`src/rtl/noc_packet_receiver.sv`:
```
// NoC ejection interface: reassembles fixed-length flit packets into a two-slot buffer
// and hands each complete packet to the core. Optional build macro: NOC_RX_DEST_CHECK_EN.
module noc_packet_receiver #(
    parameter int DATA_WIDTH = 32,
    parameter int PKT_FLITS  = 6,
    parameter int ID_WIDTH   = 4,
    parameter int NODE_ID    = 0
) (
    input  logic                          clk,
    input  logic                          rst,
    input  logic [DATA_WIDTH-1:0]         data_in,
    input  logic                          valid_in,
    output logic                          ready_in,
    output logic [PKT_FLITS*DATA_WIDTH-1:0] pkt_data,
    output logic [ID_WIDTH-1:0]           pkt_src,
    output logic                          pkt_valid,
    input  logic                          pkt_ready,
    output logic [7:0]                    drop_count
);

    // state      | meaning
    // ST_IDLE    | waiting for a head flit; needs a free slot at wr_slot
    // ST_COLLECT | slot allocated, storing body/tail flits at flit_cnt

    localparam int PKT_W = PKT_FLITS * DATA_WIDTH;
    localparam int CNT_W = $clog2(PKT_FLITS);

    if (PKT_FLITS < 2) begin : g_bad_len
        $error("noc_packet_receiver: PKT_FLITS must be at least 2");
    end
    if (NODE_ID < 0 || NODE_ID >= (1 << ID_WIDTH)) begin : g_bad_id
        $error("noc_packet_receiver: NODE_ID does not fit in ID_WIDTH");
    end

    typedef enum logic {ST_IDLE, ST_COLLECT} rx_state_t;

    rx_state_t        state_q, state_d;
    logic [PKT_W-1:0] slot_data [2];
    logic [1:0]       slot_full;
    logic             wr_slot, rd_slot;
    logic [CNT_W-1:0] flit_cnt;
    logic             flit_xfer, tail_xfer, pop, keep_pkt;

    assign ready_in  = rst && ((state_q == ST_COLLECT) || !slot_full[wr_slot]);
    assign flit_xfer = valid_in && ready_in;
    assign tail_xfer = flit_xfer && (state_q == ST_COLLECT)
                       && (flit_cnt == CNT_W'(PKT_FLITS - 1));
    assign pkt_valid = slot_full[rd_slot];
    assign pop       = pkt_valid && pkt_ready;
    assign pkt_data  = slot_data[rd_slot];
    assign pkt_src   = pkt_data[2*ID_WIDTH-1:ID_WIDTH];

    always_comb begin
        state_d = state_q;
        case (state_q)
            ST_IDLE:    if (flit_xfer) state_d = ST_COLLECT;
            ST_COLLECT: if (tail_xfer) state_d = ST_IDLE;
            default:    state_d = ST_IDLE;
        endcase
    end

    always_ff @(posedge clk) begin
        if (!rst) begin
            state_q      <= ST_IDLE;
            slot_full    <= '0;
            wr_slot      <= 1'b0;
            rd_slot      <= 1'b0;
            flit_cnt     <= '0;
            slot_data[0] <= '0;
            slot_data[1] <= '0;
        end else begin
            state_q <= state_d;
            if (flit_xfer) begin
                slot_data[wr_slot][int'(flit_cnt)*DATA_WIDTH +: DATA_WIDTH] <= data_in;
                flit_cnt <= tail_xfer ? '0 : flit_cnt + 1'b1;
            end
            // pop and completion always address different slots, so both may land together
            if (pop) begin
                slot_full[rd_slot] <= 1'b0;
                rd_slot            <= ~rd_slot;
            end
            if (tail_xfer && keep_pkt) begin
                slot_full[wr_slot] <= 1'b1;
                wr_slot            <= ~wr_slot;
            end
        end
    end

`ifdef NOC_RX_DEST_CHECK_EN
    logic       dest_bad_q;
    logic [7:0] drop_q;

    // misrouted packets are still drained flit-by-flit; the slot is simply reused
    always_ff @(posedge clk) begin
        if (!rst) begin
            dest_bad_q <= 1'b0;
            drop_q     <= '0;
        end else begin
            if (flit_xfer && (state_q == ST_IDLE))
                dest_bad_q <= (data_in[ID_WIDTH-1:0] != ID_WIDTH'(NODE_ID));
            if (tail_xfer && dest_bad_q && (drop_q != 8'hFF))
                drop_q <= drop_q + 8'd1;
        end
    end

    assign keep_pkt   = !dest_bad_q;
    assign drop_count = drop_q;
`else
    assign keep_pkt   = 1'b1;
    assign drop_count = '0;
`endif

endmodule

```
`config.mk`:
```
export PLATFORM = sky130hd
export DESIGN_NAME = noc_packet_receiver
export DESIGN_NICKNAME = d
export VERILOG_FILES = /design/src/rtl/noc_packet_receiver.sv
export SDC_FILE = /design/constraint.sdc
export NUM_CORES = 1
export LEC_CHECK = 0
export CORE_MARGIN = 2
export CORE_UTILIZATION = 50
export DETAILED_ROUTE_END_ITERATION = 6
export PLACE_DENSITY = 0.8
export SYNTH_ARGS = -nofsm -noshare
export SYNTH_HDL_FRONTEND = slang
export SYNTH_SLANG_ARGS = --single-unit
export TNS_END_PERCENT = 50
```
`constraint.sdc`:
```
create_clock -name clk -period 6 [get_ports clk]
set_clock_uncertainty 0.15 [all_clocks]
set_input_delay 0.6 -clock clk [delete_from_list [all_inputs] [get_ports clk]]
set_output_delay 0.6 -clock clk [all_outputs]
set_load 0.02 [all_outputs]
```
==> out/summary.log <==
[power_and_ir_drop] maximum vdd ir drop 0.185 mV
[clock_tree] total clock sinks 393
[place] Port Buf Inserts 233
[sta] total count of hold-check failures in the final report 0
[sta] count of final max-slew check failures 0
[worst_setup_path] CP Max Fanout 54
[synthesis] synthesized-area fraction occupied by ao, oa, aoi and oai cells 0.0270
[synthesis] ranking of synthesized cells by instance count 384 x edfxtp_1, 193 x mux2_2, 123 x nor3_1
[worst_setup_path] critical path cell sequence buf_4 > mux2_2 > clkdlybuf4s50_1
[route] wirelength, routed 46.0 mm
[synthesis] predominant post-synthesis flop cell edfxtp_1
[clock_tree] Skew-Pair Late Insertion Delay 0.52 ns
[status] result of the run completed
[sta] worst setup margin 2.23 ns
[worst_setup_path] path type of the worst setup path flop to output port
[grt] GRT met3 Usage 0.0358
[die] die extent in y 191 um
[synthesis] register bit total from synthesis 393
[grt] first-pass GRT wire length 67.4 mm
[worst_setup_path] standard cell with the maximum stage delay on the critical path dfxtp_4
[synthesis] dominant cell by count in the synthesized netlist edfxtp_1
[worst_setup_path] arrival time of data at the critical path endpoint 3.02 ns
[synthesis] portion of synthesized cell area occupied by the leading cell type 0.659
[cells_and_area] post-layout utilization of the core 0.622
[die] die area 36500 um^2
[power_and_ir_drop] power density over cell area 283 nW/um^2
[route] Initial DRC Count 1152
[sta] post-route clock period utilization 0.628
[min_path] min-delay worst type flop to flop
[sta] worst-margin pin slew 1.02 ns
[clock_tree] buffer type at the clock tree root clkbuf_16
[grt] largest net degree at the start of global routing 97
[synthesis] post-synthesis xor/xnor area fraction 0
[die] Die W 191 um
[sta] minimum clock period 3.77 ns
[place] Detail Placement HPWL 30.3 mm
[route] Detailed Routing Iterations Pass 1 6
[grt] overflow left after global routing 0
[sta] normalized max-slew margin 0.318
[synthesis] mux share of post-synthesis cell area 0.127
[place] dpl cell area 20300 um^2
[cells_and_area] number of nets in the layout 1490
[route] antenna viol nets, final 0
[worst_setup_path] Bufs and invs on worst path 2
[synthesis] sequential area share after synthesis 0.669
[grt] overall track demand over capacity in global routing 0.249
[worst_setup_path] sort of element at the start of the critical path flop
[worst_setup_path] family with the most delay on the worst path buffers and inverters
[die] Site Rows 68
[grt] met2 Usage GRT 0.405
[synthesis] number of warnings issued by yosys 0
[synthesis] fraction of synthesis flops using an asynchronous set or reset pin 0
[clock_tree] post-cts gate resize count 0
[worst_setup_path] required time reported for the critical path endpoint 5.25 ns
[synthesis] area leader, netlist edfxtp_1
[run] max-cap check violation count 0
[sta] final-layout setup total negative slack 0 ns
[sta] setup repair after global routing missed its margin false
[sta] highest attainable clock frequency 265 MHz
[grt] gr busiest metal met2
[route] vias after detailed routing 11300
[die] floorplan core area 34500 um^2
[cells_and_area] Fill cells 2569
[synthesis] syn_area_per_cell 14.1 um^2
[clock_tree] H-tree levels 2
[cells_and_area] area grow syn2layout 22.7%
[route] Routed WL per cell 23.9 um
[cells_and_area] ratio of cells with drive above 1 in the final layout 0.204
[place] Post-Place Setup Slack 2.23 ns
[sta] total setup violations reported at the end of the flow 0
[synthesis] area of the mapped netlist 17500 um^2
[place] Routability Congestion 0.879
[synthesis] gate count after technology mapping 1240
[worst_setup_path] CP peak stage delay 0.84 ns
[die] Initial Util 0.507
[grt] via count of the first global-routing pass 11200
[die] num ports 242
[clock_tree] hold buffer count at CTS 0
[synthesis] largest family of logic cells by synthesized area simple AND/OR/NAND/NOR gates
[clock_tree] number of buffers inserted during clock tree synthesis 39
[synthesis] Adder-Cell Fraction of Synth Area 0.00429
[grt] met1 demand-to-capacity share in global routing 0.339
[route] residual DRC count 0
[power_and_ir_drop] leakage power 7.38 nW
[synthesis] dominant cells by area after synthesis edfxtp_1 66%, mux2_2 12%, and2_1 3.7%, nor3_1 3.5%, nor4_1 2.5%
[synthesis] EDFF count, synth 384
[clock_tree] clk buf depth 3
[synthesis] post-synthesis share of cell area spent on and, or, nand and nor gates 0.134
[grt] initial antenna violation count 0
[synthesis] count of cell types in the netlist 48
[worst_setup_path] critical path endpoint category output port
[route] via density per instance 5.87
[cells_and_area] cell area after layout 21500 um^2
[clock_tree] CTS tree yes
[clock_tree] number of setup buffers added after CTS 0
[clock_tree] Worst-path clk slew 0.06 ns
kinds of logic after synthesis:
group                      after synthesis
and+or+nand+nor                        449
DFF                                    393
muxes                                  197
buffers and inverters                  147
AOI/OAI and AO/OA                       47
adders and majority gates                6
other                                    1
power by group:
part	internal, mW	leakage (nW)	total [mW]	switching, mW
clock	1.31	0.557	2.27	0.961
sequential	3.12	4.04	3.15	0.0354
combinational	0.215	2.78	0.657	0.442
through the flow:
step	hold slack [ns]	cells	power, mW
after floorplan	0.367	1247	3.55
after global placement	0.380	1862	3.84
after detailed placement	0.406	1862	3.86
after CTS	0.412	1923	6.10
after global routing	0.465	1923	6.26
final	0.425	1924	6.08
worst paths after layout:
check | start | endpoint | slack (ns) | depth (start not counted)
setup / recovery | flop | pkt_data[124] | 2.23 | 3
hold / removal | slot_full[0] | slot_full[0] | 0.43 | 2
setup reg to reg | flit_cnt[0] | slot_data[1][156] | 2.28 | 7
hold reg to reg | slot_full[0] | slot_full[0] | 0.43 | 2
cell usage in the layout, fill, tap and decap left out, types with 7 or more instances in the layout:
cell / count
clkbuf_1: 10
inv_1: 40
clkinv_1: 7
dfxtp_1: 8
clkdlybuf4s50_1: 233
nor4_1: 70
nor2_1: 85
buf_4: 31
and2_1: 103
clkbuf_16: 39
mux2_2: 193
and3_1: 8
nor3_1: 123
nand2_1: 44
conb_1: 8
edfxtp_1: 384
final cells by class:
class	instances	area, um^2	share of cell area
Timing Repair Buffer	265	2580	0.120
Clock buffer	49	1010	0.0472
Multi-Input combinational cell	707	5300	0.247
Tap cell	455	569	0.0265
Inverter	42	158	0.00734
Sequential cell	393	11700	0.545
Antenna cell	1	2.50	0.000117
Clock inverter	12	131	0.00612
routing by layer:
layer / share of wire / up-vias
li1: - / 5024
met1: 0.39 / 5565
met2: 0.48 / 616
met3: 0.093 / 90
met4: 0.039 / 0
met5: 0 / -
worst min-delay path: stages (launching register included):
cell and delay [ns]:
dfxtp_1 0.37, o21ai_0 0.10, a21oi_1 0.06
state kept, by name (all words and copies together), names as in the netlist, named ones only:
name,count
flit_cnt,3
rd_slot,1
slot_data,384
slot_full,2
state_q,1
wr_slot,1
Power figures use the tool's default switching activity.
